`src/rtl/crc8_frame_arb.sv`:
```
// Two-requester, frame-granular round-robin sequencer around one CRC-8 (poly 0x07, MSB-first) engine.
// Each granted frame is reduced to a CRC/source/length result presented on a valid/ready handshake.
module crc8_frame_arb #(
    parameter logic [7:0] INIT   = 8'h00,
    parameter logic [7:0] XOROUT = 8'h00,
    parameter int         LEN_W  = 16
) (
    input  logic             clk,
    input  logic             reset,
    input  logic             s0_valid,
    input  logic [7:0]       s0_data,
    input  logic             s0_last,
    output logic             s0_ready,
    input  logic             s1_valid,
    input  logic [7:0]       s1_data,
    input  logic             s1_last,
    output logic             s1_ready,
    output logic             m_valid,
    input  logic             m_ready,
    output logic [7:0]       m_crc,
    output logic             m_src,
    output logic [LEN_W-1:0] m_len,
    output logic             busy
);

    typedef enum logic [1:0] {
        IDLE   = 2'd0,
        RUN    = 2'd1,
        RESULT = 2'd2
    } state_t;

    state_t           state;
    logic             grant;
    logic             prio;
    logic [7:0]       crc;
    logic [LEN_W-1:0] len;

    logic             in_valid;
    logic             in_last;
    logic [7:0]       in_data;
    logic [7:0]       crc_next;
    logic [LEN_W-1:0] len_next;
    logic             winner;

    // One byte of the 0x07 polynomial, folded into eight parallel XOR equations.
    function automatic logic [7:0] crc8_step(input logic [7:0] c, input logic [7:0] d);
        logic [7:0] x;
        logic [7:0] n;
        x    = c ^ d;
        n[0] = x[7] ^ x[6] ^ x[0];
        n[1] = x[6] ^ x[1] ^ x[0];
        n[2] = x[6] ^ x[2] ^ x[1] ^ x[0];
        n[3] = x[7] ^ x[3] ^ x[2] ^ x[1];
        n[4] = x[4] ^ x[3] ^ x[2];
        n[5] = x[5] ^ x[4] ^ x[3];
        n[6] = x[6] ^ x[5] ^ x[4];
        n[7] = x[7] ^ x[6] ^ x[5];
        return n;
    endfunction

    function automatic logic [LEN_W-1:0] len_sat_inc(input logic [LEN_W-1:0] l);
        return (&l) ? l : l + LEN_W'(1);
    endfunction

    always_comb begin
        in_valid = grant ? s1_valid : s0_valid;
        in_data  = grant ? s1_data  : s0_data;
        in_last  = grant ? s1_last  : s0_last;
        crc_next = crc8_step(crc, in_data);
        len_next = len_sat_inc(len);
        // prio names the requester that wins when both ask at once.
        winner   = s0_valid ? (s1_valid ? prio : 1'b0) : 1'b1;
    end

    always_ff @(posedge clk) begin
        if (!reset) begin
            state   <= IDLE;
            grant   <= 1'b0;
            prio    <= 1'b0;
            crc     <= INIT;
            len     <= '0;
            m_valid <= 1'b0;
            m_crc   <= 8'h00;
            m_src   <= 1'b0;
            m_len   <= '0;
        end else begin
            case (state)
                IDLE: begin
                    if (s0_valid || s1_valid) begin
                        grant <= winner;
                        prio  <= ~winner;
                        crc   <= INIT;
                        len   <= '0;
                        state <= RUN;
                    end
                end
                RUN: begin
                    if (in_valid) begin
                        crc <= crc_next;
                        len <= len_next;
                        if (in_last) begin
                            state   <= RESULT;
                            m_valid <= 1'b1;
                            m_crc   <= crc_next ^ XOROUT;
                            m_src   <= grant;
                            m_len   <= len_next;
                        end
                    end
                end
                RESULT: begin
                    if (m_valid && m_ready) begin
                        m_valid <= 1'b0;
                        state   <= IDLE;
                    end
                end
                default: state <= IDLE;
            endcase
        end
    end

    // Readies decode from registered state only, so no input reaches an output combinationally.
    assign s0_ready = (state == RUN) && !grant;
    assign s1_ready = (state == RUN) &&  grant;
    assign busy     = (state != IDLE);

endmodule

```
`config.mk`:
```
export PLATFORM = sky130hd
export DESIGN_NAME = crc8_frame_arb
export DESIGN_NICKNAME = d
export VERILOG_FILES = /design/src/rtl/crc8_frame_arb.sv
export SDC_FILE = /design/constraint.sdc
export NUM_CORES = 1
export LEC_CHECK = 0
export BUFFER_PORTS_ARGS = -buffer_cell sky130_fd_sc_hd__buf_2
export CELL_PAD_IN_SITES_DETAIL_PLACEMENT = 1
export CELL_PAD_IN_SITES_GLOBAL_PLACEMENT = 1
export CORE_ASPECT_RATIO = 1.4
export CORE_MARGIN = 2
export CORE_UTILIZATION = 39
export DETAILED_ROUTE_END_ITERATION = 6
export PLACE_DENSITY_LB_ADDON = 0.1
export SYNTH_ARGS = -nofsm -noshare
export SYNTH_HDL_FRONTEND = slang
export SYNTH_SLANG_ARGS = --single-unit
```
`constraint.sdc`:
```
create_clock -name clk -period 2.94 [get_ports clk]
set_input_delay 0.882 -clock clk [delete_from_list [all_inputs] [get_ports clk]]
set_output_delay 0.882 -clock clk [all_outputs]
set_load 0.02 [all_outputs]
```
* Word level (Yosys, flattened, before mapping) *
Index checks and enable logic that the tools add are counted.

storage, ports and cells
  flip-flop bits (word level) = 54
  input bits = 23
  output and inout port bits = 29
  word-level logic and storage cells = 71

operators by class
  $add $sub $neg = 1
  equal/unequal tests = 6
  muxes and demuxes = 21
  bitwise logic cells = 19
  reductions and logical operators = 15

operators by type and width
  kind                   number
  $mux 16                3
  $pmux 16 s2            1
  $mux 8                 3
  $xor 1x1->1            17
  $add 16x1->16 const B  1
  $pmux 8 s2             1
  $reduce_and 16->1      1
  $mux 2                 4
  $ne 2x2->1 const B     4
  $reduce_and 4->1       2
  $xor 8x8->8            1
  $mux 1                 7
  $pmux 2 s3             1
  $reduce_and 3->1       2
  $reduce_bool 2->1      3
  $logic_and 1x1->1      3
  $eq 2x1->1 const B     1
  $eq 2x2->1 const B     1
  $logic_not 2->1        1
  $pmux 1 s2             1
  $reduce_and 2->1       1
  $logic_not 1->1        1
  $logic_or 1x1->1       1
  $not 1->1              1

* Depth between registers and ports, before layout *
Gate-level depths: netlist of run 1.

  word-level depth = 7
  gate-level depth with buffers = 7

* Least setup slack after synthesis of run 1 *
No wires, ideal clock.

  kind = input to register
  start = input port s1_data[1]
  end = register m_crc[2]
  arrival = 1920 ps
  slack = 887 ps
  stages = 5
  cell sequence = mux2i_1 xnor2_1 xor3_1 xor2_1 a21oi_1

on the way
  cells in the longest elaborated chain, start to end = 4

RTL lines
  item                       RTL line  source
  start: declaration         15        input logic [7:0] s1_data,
  $mux 8                     67        in_data = grant ? s1_data : s0_data;
  $xor 8x8->8                49        x = c ^ d;
  $xor 1x1->1 (2 in series)  52        n[2] = x[6] ^ x[2] ^ x[1] ^ x[0];
  end signal: assignment     104       m_crc <= crc_next ^ XOROUT;
  end: declaration           20        output logic [7:0] m_crc,

Every way passes these cells.
A chain may end at the register's enable or synchronous reset.

* Worst setup path in the final report of run 1 *
  start = register grant
  end = output port s1_ready

on the way
  cells in the longest elaborated chain, start to end = 1

RTL lines
  item                      RTL line  source
  start: declaration        33        logic grant;
  start signal: assignment  90        grant <= winner;
  $logic_and 1x1->1         123       assign s1_ready = (state == RUN) && grant;
  end: declaration          17        output logic s1_ready,

Every way passes these cells.

==> results of run 1 <==
cell families (layout without fill, tap and decap cells):
logic type / after synthesis / after routing
simple gates: 92 / 92
buf+inv: 29 / 69
xor+xnor: 31 / 31
compound gates: 100 / 100
mux: 13 / 13
fa+ha+maj: 1 / 1
flops: 54 / 54
state kept, by name (all words and copies together) (netlist names):
name and cells:
m_len 16, m_crc 8, grant 1, m_src 1, state 2, prio 1, m_valid 1, len 16
crc 8
worst reg2reg max path, stage by stage (launching register included):
cell     delay, ps
dfxtp_1        870
mux2i_1        230
xnor2_1        400
xor3_1         450
xor2_1         220
a21oi_1         90
where the power goes:
| group | switching, mW | internal (mW) | total (mW) | leakage, nW |
|---|---|---|---|---|
| sequential | 0.0314 | 0.770 | 0.801 | 0.438 |
| combinational | 0.212 | 0.142 | 0.354 | 0.695 |
| clock | 0.246 | 0.251 | 0.498 | 0.0579 |
path summary, 6_finish.rpt:
path	startpoint	endpoint	slack [ps]
setup / recovery	grant	s1_ready	490
hold / removal	crc[5]	crc[5]	470
setup reg to reg	grant	m_crc[2]	570
hold reg to reg	crc[5]	crc[5]	470
layer usage:
metal / vias to the layer above / wire [um]
li1: 1220 / -
met1: 1186 / 3030
met2: 40 / 3760
met3: 6 / 220
met4: 0 / 78
met5: - / 0
synth_stat cells, drive strengths merged (2+ instances only):
| cell type | n | area share |
|---|---|---|
| dfxtp | 54 | 0.40 |
| o21ai | 34 | 0.063 |
| nand2 | 32 | 0.044 |
| a21oi | 29 | 0.056 |
| xor2 | 18 | 0.058 |
| clkbuf | 15 | 0.022 |
| nor2 | 14 | 0.022 |
| nand3 | 13 | 0.026 |
| mux2i | 12 | 0.044 |
| xnor2 | 12 | 0.039 |
| buf | 11 | 0.029 |
| a31oi | 9 | 0.021 |
| nand4 | 8 | 0.018 |
| o22ai | 6 | 0.014 |
| o31ai | 6 | 0.017 |
| or3 | 6 | 0.014 |
| nand2b | 4 | 0.0092 |
| nor3 | 4 | 0.0092 |
| a211oi | 2 | 0.0055 |
| a21o | 2 | 0.0055 |
| and2 | 2 | 0.0046 |
| and3 | 2 | 0.0046 |
| inv | 2 | 0.0028 |
| nor2b | 2 | 0.0046 |
| nor4 | 2 | 0.0046 |
| o211ai | 2 | 0.0055 |
| o221a | 2 | 0.0083 |
cell type report:
cell class,instances,area [um2],share of cell area
tap,95,119,0.0381
sequential,54,1080,0.346
inverter,3,11.3,0.00361
clock inverter,3,40.0,0.0128
timing repair buffer,58,308,0.0986
multi-input combinational,237,1500,0.479
clock buffer,5,68.8,0.0220
==> flow_summary.toml, run 1 <==
[outcome]
status = "complete, no violations"

[yosys]
synth_xor_area_frac = 0.105
seq_area_frac_synth = 0.397
synthFlopType = "dfxtp_1"
synthAdderAreaFrac = 0.00460
synth_area_um2 = 2720
synth-edff-count = 0
synthMuxAreaShare = 0.0483
async_reset_ff_frac = 0
synth_seq_cells = 54
synth-simple-area-share = 0.171
syn_nets = 344
ys_warn_count = 0
synth_top_family_by_area = "compound AO/OA/AOI/OAI gates"
synthesis.instances = 320
syn_avg_cell_area_um2 = 8.50
synth_compound_area_frac = 0.219
synth_cell_types = 50

[routing]
remaining_drc_errors = 0
ant_nets = 0
drt_iter0_drc = 73
via_count = 2452
vias_per_cell = 5.39
wl_per_cell_um = 15.6
drt_wl_total_um = 7090
first_pass_iters = 4

[hold_path]
min_path_cells = 2
hold_class = "flip-flop to flip-flop"

[clock_network]
numCtsBuffers = 5
clock-sinks = 54
cts_tree = "yes"
post_cts_resized = 0
post_cts_buffers = 0
postCtsHoldBufs = 0
cts_max_path_buffers = 2
worstSkewPairLatency_ps = 300
clkTransAtPathRegs_ps = 100
cts-root-buf = "clkbuf_8"
htreeDepth = 2

[final_layout]
drive_gt1_frac = 0.211
stdcell_count = 455
antenna_cells = 0
n_fill_cell = 862
utilization = 0.456
stdcell_area_um2 = 3120
layout_common_cells = "dfxtp_1 (54), buf_2 (51), nand2_1 (32)"
mostFrequentLayoutCell = "dfxtp_1"
fin_nets = 383
area_growth_pct = 14.8

[placement]
dp_slack_ps = 550
placed_cells = 447
port_buffers = 51
dp_hpwl_um = 5030
placed_area_um2 = 3010
place_congestion = 0.820

[sta]
period_share = 0.833
timing.hold.ws_ps = 465
fmax_ghz = 0.408
setup_tns_ps = 0
finalSetupViolCount = 0
finClkSkew_ps = 2.69
tightestPinTransition_ps = 823
drv_slew = 0
min_period_ps = 2450
hold_violations = 0
rsz0062_at_grt = "no"
slew_headroom = 0.451
setup_slack_ps = 491

[critical_path]
worst-path-buf-inv = 1
worst_ep_required_time_ps = 2060
worst_setup_path_start_kind = "flip-flop"
arrival_ps = 1570
crit_fanout = 18
criticalPathCategory = "flip-flop to output pin"
max_stage_delay_ps = 870
ff2ff_path_depth = 5
endpoint_kind = "output pin"
path_delay_family = "flip-flops"
cp_cell_sequence = "and2_1, buf_2"
cpMaxStageDelayCell = "dfxtp_1"
crit_cells = 2

[global_routing]
grt_usage = 0.193
grt_overflow = 0
antenna_found_initial = 0
globalRoute.busiestLayer = "met2"
grtUsageMet3 = 0.0283
use_met2 = 0.351
grtUsageMet1 = 0.234
grt_max_degree = 42
grt_pass1_vias = 2399
grt_pass1_wl_um = 11400

[power_and_ir_drop]
ir_worst_vdd_uv = 193
power_mw = 1.65
power_density_nw_per_um2 = 529
leakage_nw = 1.19

[floorplan]
dieArea_um2 = 7670
die_x_um = 74.6
start_util = 0.397
std_cell_rows = 36
fp.dieH_um = 103
fp.coreArea_um2 = 6850
boundaryPins = 52

[flow_run]
cap_violations = 0
(Power assumes the default switching activity.)
==> run 2: changes to the inputs <==
--- a/config.mk
+++ b/config.mk
@@ -5,6 +5,7 @@
 export SDC_FILE = /design/constraint.sdc
 export NUM_CORES = 1
 export LEC_CHECK = 0
+export ABC_AREA = 1
 export BUFFER_PORTS_ARGS = -buffer_cell sky130_fd_sc_hd__buf_2
 export CELL_PAD_IN_SITES_DETAIL_PLACEMENT = 1
 export CELL_PAD_IN_SITES_GLOBAL_PLACEMENT = 1
==> constraint.sdc (replaced) <==
create_clock -name clk -period 2.6 [get_ports clk]
set_input_delay 0.78 -clock clk [delete_from_list [all_inputs] [get_ports clk]]
set_output_delay 0.78 -clock clk [all_outputs]
set_load 0.02 [all_outputs]
==> run 2 against run 1 <==
  * Setup slack worse by 150 ps
  * Flip-flop and latch count unchanged
  * Largest cell class unchanged
  * Sequential share of layout area down 2.7 points
  * Total power up 17%
  * Final cell count up 30%
  * Via count up 21%
==> flow_summary.toml, run 2 <==
[sta]
min_period_ps = 2260
hold_violations = 0
rsz0062_at_grt = "no"
finClkSkew_ps = 11.6
drv_slew = 0
setup_slack_ps = 345
finalSetupViolCount = 0
fmax_ghz = 0.443
period_share = 0.867
slew_headroom = 0.271
tightestPinTransition_ps = 1090
setup_tns_ps = 0

[final_layout]
final-seq-area_um2 = 1080
stdcell_count = 591
n_fill_cell = 1005
fin_nets = 517
antenna_cells = 0
layout_common_cells = "nand2_1 (152), dfxtp_1 (54), buf_2 (51)"
area_growth_pct = 14.8
mostFrequentLayoutCell = "nand2_1"
drive_gt1_frac = 0.200
stdcell_area_um2 = 3390
multi_input_area_um2 = 1610
reg_top3 = "len x16, m_len x16"

[outcome]
status = "complete, no violations"

[power_and_ir_drop]
power.internal_mw = 1.29
leakage_nw = 1.59
clkPwrFrac = 0.282
netSwitchingPower_uw = 648
p_seq_frac = 0.458
switching_share = 0.334
ir_worst_vdd_uv = 268
power_density_nw_per_um2 = 572
power_frac_comb = 0.260

[routing]
vias_per_cell = 5.04
wl_per_cell_um = 13.9
first_pass_iters = 4
drt_wl_total_um = 8220
remaining_drc_errors = 0
drt_iter0_drc = 88
via_count = 2978
ant_nets = 0

[yosys]
synth_cell_types = 31
synth_common_cells = "nand2_1 (152), dfxtp_1 (54), a21oi_1 (44)"
synthesis.instances = 446
synth_seq_cells = 54
synth.most_common_cell = "nand2_1"
synth_top_area_share = 0.366
synth_area_um2 = 2950
synth-edff-count = 0
seq_area_frac_synth = 0.366
synthFlopType = "dfxtp_1"
synth_area_leaders = "dfxtp_1 (37%), nand2_1 (19%), a21oi_1 (7.5%)"
yosysTopAreaCell = "dfxtp_1"
syn_nets = 470
syn_avg_cell_area_um2 = 6.62
ys_warn_count = 0
async_reset_ff_frac = 0

[placement]
place_congestion = 0.862
placed_area_um2 = 3280
dp_hpwl_um = 6150
dp_slack_ps = 106
placed_cells = 583
port_buffers = 51

[critical_path]
worst_setup_path_start_kind = "flip-flop"
r2r-start = "grant"
crit_cells = 4
criticalPathCategory = "flip-flop to output pin"
crit_fanout = 13
max_stage_delay_ps = 460
cp_cell_sequence = "buf_4, inv_2, nor2_1, buf_2"
ff2ff_setup_slack_ps = 560
worst-path-buf-inv = 3
endpoint_kind = "output pin"
cpMaxStageDelayCell = "dfxtp_1"
arrival_ps = 1480
ff2ff_path_depth = 12
worst_ep_required_time_ps = 1820
path_delay_family = "buffers and inverters"
cp-startpoint = "grant"

[floorplan]
fp.coreArea_um2 = 7360
dieArea_um2 = 8300
die_x_um = 77.6
start_util = 0.401
boundaryPins = 52
fp.dieH_um = 107
std_cell_rows = 37

[clock_network]
cts_max_path_buffers = 2
clkTransAtPathRegs_ps = 100
post_cts_resized = 0
cts_tree = "yes"
post_cts_buffers = 0
postCtsHoldBufs = 0
htreeDepth = 2
cts-root-buf = "clkbuf_8"
worstSkewPairLatency_ps = 320
clock-sinks = 54
numCtsBuffers = 5

[hold_path]
hold_start = "m_len[14]"
hold_class = "flip-flop to flip-flop"
min_path_cells = 2

[global_routing]
grt_usage = 0.206
antenna_found_initial = 0
grt_max_degree = 29
grt_overflow = 0
grt_pass1_vias = 3024
grt_pass1_wl_um = 13700

[flow_run]
cap_violations = 0
==> run 2: cell types whose count changed in the layout (fill, tap and decap cells not counted), sizes merged, moves of 8 or more <==
| cell | previous run | this run |
|---|---|---|
| nand3 | 13 | 41 |
| xor2 | 18 | 5 |
| a31oi | 9 | 0 |
| o21ai | 34 | 20 |
| nand2 | 32 | 167 |
| nor2 | 14 | 22 |
| inv | 2 | 46 |
| a21oi | 29 | 45 |
| o21bai | 0 | 9 |
| mux2i | 12 | 0 |
==> run 2: power groups by stage <==
stage	Combinational [mW]	Sequential, mW	Clock (mW)
6_report	0.505	0.889	0.547
5_1_grt	0.565	0.894	0.592
3_3_place_gp	0.496	0.907	0
4_1_cts	0.511	0.889	0.566
2_1_floorplan	0.350	0.925	0
3_5_place_dp	0.508	0.909	0
==> run 2: worst paths after layout <==
path,end
setup / recovery,s1_ready
hold / removal,m_len[14]
setup reg to reg,m_crc[5]
hold reg to reg,m_len[14]
==> run 2: cells by family after synthesis <==
logic type,count (synthesis),share of synthesized area
flops,54,0.366
simple gates,241,0.355
xor+xnor,12,0.0483
fa+ha+maj,1,0.00423
compound gates,76,0.139
buf+inv,62,0.0877
==> run 2: stage by stage <==
step	hold slack, ps	power (mW)	utilization
3_5_place_dp	453	1.42	0.446
6_report	466	1.94	0.461
4_1_cts	468	1.97	0.461
5_1_grt	494	2.05	0.461
3_3_place_gp	452	1.40	0.446
2_1_floorplan	440	1.27	-
==> run 2: worst register-to-register path, delay by kind of cell (launching register included) <==
| family | cells | cell delay [ps] |
|---|---|---|
| AO/OA/AOI/OAI | 1 | 140 |
| XOR/XNOR | 1 | 310 |
| buffers and inverters | 4 | 640 |
| flip-flops | 1 | 390 |
| AND/OR/NAND/NOR | 6 | 480 |
==> run 2: final cells by class <==
cell class,instances,share of cell area
Clock buffer,8,0.0325
Multi-Input combinational cell,330,0.476
Tap cell,97,0.0358
Timing Repair Buffer,56,0.0863
Sequential cell,54,0.319
Inverter,46,0.0509
==> run 2: per-layer routing <==
metal / global-route usage / routed length [um] / vias up
li1: - / - / 1506
met5: 0 / 0 / -
met2: 0.399 / 4470 / 33
met1: 0.227 / 3480 / 1431
met4: 0.0676 / 119 / 0
met3: 0.0278 / 154 / 8
